$ cat src/rtl/div_pkg.sv
// Shared definitions for the sequential signed divider.
// FSM state codes and saturation constants.
package div_pkg;

    typedef logic [1:0] state_t;

    localparam state_t IDLE = 2'd0;
    localparam state_t CALC = 2'd1;
    localparam state_t FIX  = 2'd2;

    localparam logic [15:0] MAX_POS = 16'h7FFF;
    localparam logic [15:0] MIN_NEG = 16'h8000;

endpackage

$ cat src/rtl/div_step.sv
// One restoring-division iteration on magnitudes:
// shift {rem,quo} left, trial-subtract the divisor.
module div_step #(
    parameter int WIDTH = 16
) (
    input  logic [WIDTH-1:0] rem,
    input  logic [WIDTH-1:0] quo,
    input  logic [WIDTH-1:0] dvs,
    output logic [WIDTH-1:0] rem_nxt,
    output logic [WIDTH-1:0] quo_nxt
);

    logic [WIDTH:0] sh;
    logic [WIDTH:0] trial;

    // keep the trial result when it is non-negative, else restore
    always_comb begin
        sh    = {rem, quo[WIDTH-1]};
        trial = sh - {1'b0, dvs};
        if (trial[WIDTH]) begin
            rem_nxt = sh[WIDTH-1:0];
            quo_nxt = {quo[WIDTH-2:0], 1'b0};
        end else begin
            rem_nxt = trial[WIDTH-1:0];
            quo_nxt = {quo[WIDTH-2:0], 1'b1};
        end
    end

endmodule

$ cat src/rtl/seq_div_16bit.sv
// Multi-cycle signed divider, one trial subtraction per cycle.
// Saturates MIN_NEG/-1 and divide-by-zero instead of trapping.
module seq_div_16bit #(
    parameter int WIDTH = 16
) (
    input  logic             clk,
    input  logic             rst_n,
    input  logic             start,
    input  logic [WIDTH-1:0] dividend,
    input  logic [WIDTH-1:0] divisor,
    output logic             busy,
    output logic             done,
    output logic [WIDTH-1:0] quotient,
    output logic [WIDTH-1:0] remainder,
    output logic             div_by_zero,
    output logic             ovf
);

    import div_pkg::*;

    localparam int CW = $clog2(WIDTH);
    localparam logic [CW-1:0] LAST = CW'(WIDTH - 1);

    state_t           state;
    logic [CW-1:0]    cnt;
    logic [WIDTH-1:0] rem_r;
    logic [WIDTH-1:0] quo_r;
    logic [WIDTH-1:0] dvs_r;
    logic [WIDTH-1:0] rem_n;
    logic [WIDTH-1:0] quo_n;
    logic             neg_q;
    logic             neg_r;
    logic             spec;
    logic             dbz_r;
    logic             ovf_r;

    assign busy = (state != IDLE);

    div_step #(.WIDTH(WIDTH)) u_step (
        .rem     (rem_r),
        .quo     (quo_r),
        .dvs     (dvs_r),
        .rem_nxt (rem_n),
        .quo_nxt (quo_n)
    );

    // FSM, iteration counter and working registers
    always_ff @(posedge clk or negedge rst_n) begin
        if (!rst_n) begin
            state <= IDLE;
            cnt   <= '0;
            rem_r <= '0;
            quo_r <= '0;
            dvs_r <= '0;
            neg_q <= 1'b0;
            neg_r <= 1'b0;
            spec  <= 1'b0;
            dbz_r <= 1'b0;
            ovf_r <= 1'b0;
        end else begin
            case (state)
                IDLE: if (start) begin
                    neg_q <= dividend[WIDTH-1] ^ divisor[WIDTH-1];
                    neg_r <= dividend[WIDTH-1];
                    dvs_r <= divisor[WIDTH-1] ? -divisor : divisor;
                    cnt   <= '0;
                    if (divisor == '0) begin
                        // saturate toward the dividend's sign
                        spec  <= 1'b1;
                        dbz_r <= 1'b1;
                        ovf_r <= 1'b0;
                        quo_r <= dividend[WIDTH-1] ? MIN_NEG : MAX_POS;
                        rem_r <= dividend;
                        state <= FIX;
                    end else if (dividend == MIN_NEG && divisor == '1) begin
                        spec  <= 1'b1;
                        dbz_r <= 1'b0;
                        ovf_r <= 1'b1;
                        quo_r <= MAX_POS;
                        rem_r <= '0;
                        state <= FIX;
                    end else begin
                        spec  <= 1'b0;
                        dbz_r <= 1'b0;
                        ovf_r <= 1'b0;
                        quo_r <= dividend[WIDTH-1] ? -dividend : dividend;
                        rem_r <= '0;
                        state <= CALC;
                    end
                end
                CALC: begin
                    rem_r <= rem_n;
                    quo_r <= quo_n;
                    cnt   <= cnt + CW'(1);
                    if (cnt == LAST) state <= FIX;
                end
                FIX:     state <= IDLE;
                default: state <= IDLE;
            endcase
        end
    end

    // sign fix-up and result registers; hold until next done
    always_ff @(posedge clk or negedge rst_n) begin
        if (!rst_n) begin
            done        <= 1'b0;
            quotient    <= '0;
            remainder   <= '0;
            div_by_zero <= 1'b0;
            ovf         <= 1'b0;
        end else begin
            done <= 1'b0;
            if (state == FIX) begin
                done        <= 1'b1;
                div_by_zero <= dbz_r;
                ovf         <= ovf_r;
                if (spec) begin
                    quotient  <= quo_r;
                    remainder <= rem_r;
                end else begin
                    quotient  <= neg_q ? -quo_r : quo_r;
                    remainder <= neg_r ? -rem_r : rem_r;
                end
            end
        end
    end

endmodule

$ cat config.mk
export PLATFORM = sky130hd
export DESIGN_NAME = seq_div_16bit
export DESIGN_NICKNAME = d
export VERILOG_FILES = /design/src/rtl/div_pkg.sv /design/src/rtl/div_step.sv /design/src/rtl/seq_div_16bit.sv
export SDC_FILE = /design/constraint.sdc
export NUM_CORES = 1
export LEC_CHECK = 0
export CELL_PAD_IN_SITES_DETAIL_PLACEMENT = 0
export CELL_PAD_IN_SITES_GLOBAL_PLACEMENT = 1
export CORE_MARGIN = 5
export CORE_UTILIZATION = 40
export DETAILED_ROUTE_END_ITERATION = 7
export PLACE_DENSITY = 0.79
export SYNTH_ARGS = -nofsm -noshare
export SYNTH_HDL_FRONTEND = slang
export SYNTH_HIERARCHICAL = 1
export SYNTH_SLANG_ARGS = --single-unit
$ cat constraint.sdc
create_clock -name clk -period 4.75 [get_ports clk]
set_clock_uncertainty 0.1 [all_clocks]
set_input_delay 0.95 -clock clk [delete_from_list [all_inputs] [get_ports clk]]
set_output_delay 0.95 -clock clk [all_outputs]
set_load 0.01 [all_outputs]
### After elaboration in Yosys (flattened, before gate mapping)

Index checks and enable logic that the tools add are counted.

| cells by class | value |
|---|---|
| add/sub/neg operators | 6 |
| equality and inequality tests | 7 |
| muxes and demuxes | 28 |
| bitwise operators | 1 |
| reductions and logical operators | 8 |

Operators by type and width:

| kind | number |
|---|---|
| 2-to-1 mux 16 bit | 13 |
| negator 16 bit | 4 |
| case mux 16 bit (2 select lines) | 2 |
| == test 16 bit, second input constant | 2 |
| subtractor 17 x 16 -> 17 bit | 1 |
| zero test 16 bit | 1 |
| 2-to-1 mux 2 bit | 4 |
| case mux 4 bit (2 select lines) | 1 |
| 2-to-1 mux 1 bit | 6 |
| AND reduction 2 bit | 3 |
| adder 4 x 1 -> 4 bit, second input constant | 1 |
| == test 4 bit, second input constant | 1 |
| 2-to-1 mux 4 bit | 1 |
| != test 2 bit, second input constant | 2 |
| case mux 2 bit (2 select lines) | 1 |
| nonzero test 2 bit | 2 |
| == test 2 x 1 -> 1 bit, second input constant | 1 |
| == test 2 bit, second input constant | 1 |
| zero test 2 bit | 1 |
| logical AND 1 bit | 1 |
| XOR 1 bit | 1 |

| word-level totals | value |
|---|---|
| flip-flop bits (word level) | 94 |
| output and inout bits | 36 |
| logic and storage cells | 65 |

### Depth between registers and ports, before layout

Gate-level depths: netlist (run 1).

| logic depth | value |
|---|---|
| depth after elaboration | 6 |
| mapped depth | 13 |
| mapped depth without buffers | 12 |

### Hierarchy

Netlist (run 1), hierarchy kept.

Modules (own cells, without submodules):

| module | times used | cells an instance | area each (um2) | sequential area each (um2) |
|---|---|---|---|---|
| seq_div_16bit | 1 | 579 | 5149.9 | 2352.3 |
| div_step | 1 | 143 | 1124.8 | 0.0 |

### Least setup slack after synthesis (run 1)

OpenSTA, ideal clock, no wires.

| timing | value |
|---|---|
| path type | reg-to-reg |
| start | register quo_r[15] |
| end | register rem_r[13] |
| setup time | 0.134 ns |
| data arrival time | 3.109 ns |
| data required time | 4.516 ns |
| setup slack | 1.407 ns |
| stages on the path, launching flop included | 14 |
| period minus slack after synthesis | 3.343 ns |
| cell sequence | dfrtp_1 > inv_1 > ha_1 > fa_1 > nor2b_1 > o31a_1 > o41a_1 > and4_4 > a311oi_2 > xnor2_2 > buf_6 > mux2_4 > a221oi_1 > a21oi_1 |

| on the way | value |
|---|---|
| word-level cells in the longest chain between the ends | 3 |

RTL lines:

| element | line | source |
|---|---|---|
| from (decl) | seq_div_16bit.sv:27 | `logic [WIDTH-1:0] quo_r;` |
| from (signal assigned) | seq_div_16bit.sv:72 | `quo_r <= dividend[WIDTH-1] ? MIN_NEG : MAX_POS;` |
| from (signal assigned) | seq_div_16bit.sv:86 | `quo_r <= dividend[WIDTH-1] ? -dividend : dividend;` |
| from (signal assigned) | seq_div_16bit.sv:93 | `quo_r <= quo_n;` |
| subtractor 17 x 16 -> 17 bit | div_step.sv:19 | `trial = sh - {1'b0, dvs};` |
| 2-to-1 mux 16 bit | div_step.sv:20 | `if (trial[WIDTH]) begin` |
| named net rem_n[13] | seq_div_16bit.sv:29 | `logic [WIDTH-1:0] rem_n;` |
| case mux 16 bit (2 select lines) | seq_div_16bit.sv:61 | `case (state)` |
| to (signal assigned) | seq_div_16bit.sv:73 | `rem_r <= dividend;` |
| to (signal assigned) | seq_div_16bit.sv:92 | `rem_r <= rem_n;` |
| to (decl) | seq_div_16bit.sv:26 | `logic [WIDTH-1:0] rem_r;` |

The timed path passes the listed nets, and every way through them passes these cells.
A chain may end at the register's enable or synchronous reset.

### Final worst setup path (run 1)

| timing | value |
|---|---|
| start | register quo_r[15] |
| end | register rem_r[7] |

Same word-level chain as after synthesis.

==> results of run 1 <==
[flip-flops by register name, summed over array words and instances (netlist names)]
name         count
cnt              4
dbz_r            1
div_by_zero      1
done             1
dvs_r           16
neg_q            1
neg_r            1
ovf              1
ovf_r            1
quo_r           16
quotient        16
rem_r           16
remainder       16
spec             1
state            2
[worst paths after layout]
| path | from | to | slack, ps | cells past startpoint |
|---|---|---|---|---|
| min | ovf$_DFFE_PN0P_ | ovf$_DFFE_PN0P_ | 380 | 2 |
| max | quo_r[15]$_DFFE_PN0P_ | rem_r[7]$_DFFE_PN0P_ | 940 | 13 |
| max reg2reg | quo_r[15]$_DFFE_PN0P_ | rem_r[7]$_DFFE_PN0P_ | 940 | 13 |
| max in group asynchronous | rst_n | dbz_r$_DFFE_PN0P_ | 3010 | 2 |
| min reg2reg | ovf$_DFFE_PN0P_ | ovf$_DFFE_PN0P_ | 380 | 2 |
| min in group asynchronous | rst_n | remainder[14]$_DFFE_PN0P_ | 590 | 1 |
[metrics by stage]
step | hold slack (ps) | utilization, % | setup slack [ps]
CTS | 384 | 47.8 | 964
global placement | 361 | 46.0 | 845
floorplan | 333 | - | 1410
global route | 409 | 47.8 | 704
finish | 376 | 47.8 | 941
detailed placement | 369 | 46.0 | 774
[layer usage]
layer | global-route usage [%] | vias to the layer above
met5 | 0 | -
met1 | 24.8 | 2495
li1 | - | 2621
met3 | 1.93 | 18
met4 | 5.99 | 0
met2 | 29.0 | 143
[final cells by class]
class,instances,area (um^2),share of cell area (%)
clock buffer,11,243,3.32
clock inverter,5,35.0,0.478
inverter,34,128,1.74
multi-input combinational,542,3530,48.2
sequential,94,2350,32.1
tap,211,264,3.61
timing repair buffer,80,773,10.6
[tightest hold or removal path: cells and delay by family, from the launching register on]
| kind | cells | cell delay (ps) |
|---|---|---|
| flip-flops | 1 | 340 |
| AND/OR/NAND/NOR | 2 | 100 |
[power by group]
part / internal (uW) / leakage (uW) / switching [uW]
registers: 1160 / 0.00120 / 389
clock network: 369 / 0.000135 / 309
logic: 1640 / 0.00175 / 1610
total: 3170 / 0.00309 / 2310
[cells by family after synthesis]
logic type      Yosys count
simple gates            229
compound gates          201
flops                    94
buf+inv                  86
xor+xnor                 68
fa+ha+maj                23
mux                      21
[Yosys cell counts (3+ instances only)]
cell	count	area share (%)
o31ai_1	12	1.4
ha_1	22	4.4
nand2_1	72	4.3
or3_1	10	1.0
nor2b_1	7	0.70
or4_1	6	0.72
o21a_1	5	0.60
buf_4	15	1.8
nand3_1	10	0.80
mux2i_1	3	0.48
a211oi_1	4	0.48
a21oi_1	33	2.6
o41ai_1	8	1.1
nand2b_1	12	1.2
nor4_1	5	0.50
nor3_1	13	1.0
nand4_1	8	0.80
a21o_1	4	0.48
a221oi_1	15	2.1
mux2_4	7	1.7
xnor2_1	42	5.9
xor2_1	25	3.5
or2_2	6	0.60
a31oi_1	6	0.60
buf_2	3	0.24
mux2_2	11	2.0
inv_1	34	2.0
o22ai_1	6	0.60
clkbuf_1	32	1.9
nor2_1	71	4.2
o21ai_0	83	6.6
dfrtp_1	94	37
==> impl_metrics.ini, run 1 <==
[sta]
slew_viol_final = 0
clock.fmax_mhz = 263
post-route-period-util_pct = 80.2
fin_tns_setup_ps = 0
relSlewSlack_pct = 36.8
setup_viol = 0
rsz0062_at_grt = no
hold_viol_final = 0
min_period_ps = 3810
worst_slew_pin_slew_ps = 948

[critical_path]
crit_path_start_kind = flip-flop
cp.required_ps = 4870
critPathBufInv = 2
slowest_stage = dfrtp_1
cp_cell_sequence = inv_1 > ha_1 > fa_1 > nor2b_1 > o31a_1 > o41a_1 > and4_4 > a311oi_2 > xnor2_2 > buf_4 > mux2_2 > a221oi_1 > nor2_1
cp_max_fo = 17
arrival_ps = 3930
endpoint_kind = flip-flop
critPathTopFamily = compound AO/OA/AOI/OAI gates
criticalPathCategory = flip-flop to flip-flop
cp_slowest_stage_delay_ps = 430

[logic_synthesis]
seq_area_frac_synth_pct = 37.5
synthXorXnorAreaFrac_pct = 9.61
synth_ff_type = dfrtp_1
synth_top_family_by_area = compound AO/OA/AOI/OAI gates
ys_warn_count = 6
synth_compound_area_share_pct = 20.5
synth_edf_count = 0
syn-cell-area_mm2 = 0.00627
synth_seq_cells = 94
syn-instance-count = 722
muxShareOfSynthArea_pct = 4.13
synth_area_per_cell_um2 = 8.69
synth-simple-area-share_pct = 17.2
async_flop_share_pct = 100
synth-adder-area-share_pct = 4.71
synth_cell_type_count = 60
synth_fp_nets = 780

[global_routing]
antenna_found_initial = 0
grt_pass1_wl_um = 26400
gr-total-overflow = 0
track_usage_pct = 17.8
grt_pass1_vias = 5146
grt_max_degree = 64

[clock_network]
h-tree-depth = 3
numClockSinks = 94
clkLatencyLatePin_ps = 350
clkTransAtPathRegs_ps = 70
ctsHoldBuffers = 0
ctsResizeCount = 0
ctsLongestPathBuffers = 2
cts_made_buffers = 9
cts_tree = built
postCtsSetupRepairBufs = 0
clockRootBuffer = clkbuf_16

[placement]
numPortBuffers = 70
place_congestion = 0.866
placedCellCount = 961
dpl.hpwl_um = 12500
placed_area_mm2 = 0.00704

[drt]
via_per_inst = 5.40
drt_first_pass_iters = 5
postRouteAntennaNets = 0
vias = 5277
wl_met3_um = 736
wl_met1_um = 7620
drc = 0
dr_wl_met2_um = 7600
drt_iter0_drc = 383
top_layer_used = met4
wl_per_cell_um = 16.6
wirelength_um = 16200

[power_and_ir_drop]
power_density_mw_per_mm2 = 749
p_leak_uw = 0.00309
irDropWorstVdd_uv = 292
p_total_uw = 5480

[finish]
final_cell_mix = dfrtp_1 (94), o21ai_0 (83), nand2_1 (72)
nFillCells = 1532
fin_area_mm2 = 0.00732
drive_gt1_share_pct = 8.36
n_antenna_cell = 0
syn_to_final_growth_pct = 16.7
nets = 819
final_common_cell = dfrtp_1
stdcell_count = 977

[floorplanning]
fp-row-count = 45
die_y_um = 135
die_w_um = 135
die_area_mm2 = 0.0183
io_pins = 71
initial_utilization_pct = 41.0
core-area_mm2 = 0.0153

[run]
cap_violations = 0

[hold_path]
hold_class = flip-flop to flip-flop

[outcome]
status = complete, no violations
(Power assumes the default switching activity.)
==> inputs of run 2 (changes only) <==
==> constraint.sdc (replaced) <==
create_clock -name clk -period 3.76 [get_ports clk]
set_clock_uncertainty 0.1 [all_clocks]
set_input_delay 0.752 -clock clk [delete_from_list [all_inputs] [get_ports clk]]
set_output_delay 0.752 -clock clk [all_outputs]
set_load 0.01 [all_outputs]
==> impl_metrics.ini, run 2 (synthesized netlist as in run 1, its figures left out) <==
[finish]
final_common_cell = dfrtp_1
final_core_util_pct = 48.9
drive_gt1_share_pct = 9.90
syn_to_final_growth_pct = 19.3
nets = 831
final_cell_mix = dfrtp_1 (94), o21ai_0 (83), nand2_1 (72)
n_antenna_cell = 0

[placement]
place_congestion = 0.881
numPortBuffers = 70
dpl.hpwl_um = 12400

[drt]
wirelength_um = 15900
drt_iter0_drc = 386
postRouteAntennaNets = 0
dr_wl_met2_um = 7090
top_layer_used = met4
drt_first_pass_iters = 5
wl_met1_um = 7570
wl_per_cell_um = 16.1
via_per_inst = 5.36
vias = 5303
wl_met3_um = 855
drc = 0

[global_routing]
grt_pass1_wl_um = 26200
grt_max_degree = 41
gr-total-overflow = 0
antenna_found_initial = 0
track_usage_pct = 17.8
grt_pass1_vias = 4990

[power_and_ir_drop]
p_total_uw = 7150
p_sw_share_pct = 41.2
comb_power_share_pct = 58.8
power_density_mw_per_mm2 = 955
switchingPower_uw = 2940
p_int_uw = 4200
clkPwrFrac_pct = 14.2
p_seq_share_pct = 27.0
irDropWorstVdd_uv = 380
p_leak_uw = 0.00318

[clock_network]
postCtsSetupRepairBufs = 0
clkLatencyLatePin_ps = 350
clockRootBuffer = clkbuf_16
ctsHoldBuffers = 0
clkTransAtPathRegs_ps = 70
h-tree-depth = 3
ctsResizeCount = 1
cts_tree = built
ctsLongestPathBuffers = 2
numClockSinks = 94
cts_made_buffers = 9

[floorplanning]
io_pins = 71
die_y_um = 135
core-area_mm2 = 0.0153
initial_utilization_pct = 41.0
die_area_mm2 = 0.0183
fp-row-count = 45
die_w_um = 135

[critical_path]
cp_slowest_stage_delay_ps = 420
cp_max_fo = 15
endpoint_kind = flip-flop
cp.required_ps = 3890
crit_path_start_kind = flip-flop
arrival_ps = 3730
cp_cell_sequence = inv_1 > ha_1 > fa_1 > nor2b_1 > o31a_1 > o41a_1 > and4_4 > a311oi_4 > xnor2_4 > mux2_2 > a221oi_1 > nor2_1
slowest_stage = dfrtp_1
criticalPathCategory = flip-flop to flip-flop

[sta]
relSlewSlack_pct = 32.3
fin_tns_setup_ps = 0
worst_slew_pin_slew_ps = 1010
clock.fmax_mhz = 278
slew_viol_final = 0
min_period_ps = 3600
post-route-period-util_pct = 95.8
setup_viol = 0
timing.hold.ws_ps = 269
rsz0062_at_grt = no
hold_viol_final = 0

[run]
cap_violations = 0

[outcome]
status = complete, no violations

[hold_path]
hold_class = primary input to asynchronous set/reset pin
## run 2: path summary, 6_finish.rpt
| check | startpoint | end | slack (ps) | cells past startpoint |
|---|---|---|---|---|
| min | rst_n | remainder[12]$_DFFE_PN0P_ | 270 | 1 |
| max in group asynchronous | rst_n | dvs_r[7]$_DFFE_PN0P_ | 2460 | 2 |
| max reg2reg | quo_r[15]$_DFFE_PN0P_ | rem_r[5]$_DFFE_PN0P_ | 160 | 12 |
| max | quo_r[15]$_DFFE_PN0P_ | rem_r[5]$_DFFE_PN0P_ | 160 | 12 |
| min in group clk | dvs_r[8]$_DFFE_PN0P_ | dvs_r[8]$_DFFE_PN0P_ | 380 | 2 |
| min reg2reg | dvs_r[8]$_DFFE_PN0P_ | dvs_r[8]$_DFFE_PN0P_ | 380 | 2 |
## run 2: layout make-up
class	instances	area, um^2
tap	211	264
inverter	34	128
sequential	94	2350
fill	1451	7830
clock buffer	10	239
timing repair buffer	92	863
clock inverter	6	91.3
multi-input combinational	542	3550
## run 2: per-stage QoR
step	instances	setup slack, ps	cell area, um^2
floorplan	722	417	6270
global placement	973	67.5	7130
detailed placement	973	-93.4	7130
CTS	989	124	7480
global route	989	26.9	7490
finish	989	157	7490
## run 2: critical path: cells and delay by family, from the launching register on
kind	cells	cell delay [ps]
AND/OR/NAND/NOR	3	370
buffers and inverters	1	90
adder cells (fa/ha/maj)	2	390
flip-flops	1	420
AO/OA/AOI/OAI	4	1370
XOR/XNOR	1	310
multiplexers	1	420
## run 2: layer usage
metal | track usage, % | vias to the layer above
met5 | 0 | -
met2 | 27.4 | 157
met4 | 7.11 | 0
met1 | 25.3 | 2483
li1 | - | 2639
met3 | 2.27 | 24
## run 2: power groups by stage
stage,logic (uW),registers (uW),clock network [uW]
floorplan,3180,1860,0
global placement,4070,1920,0
detailed placement,4140,1940,0
CTS,4180,1920,1040
global route,4660,2000,1070
finish,4200,1930,1020
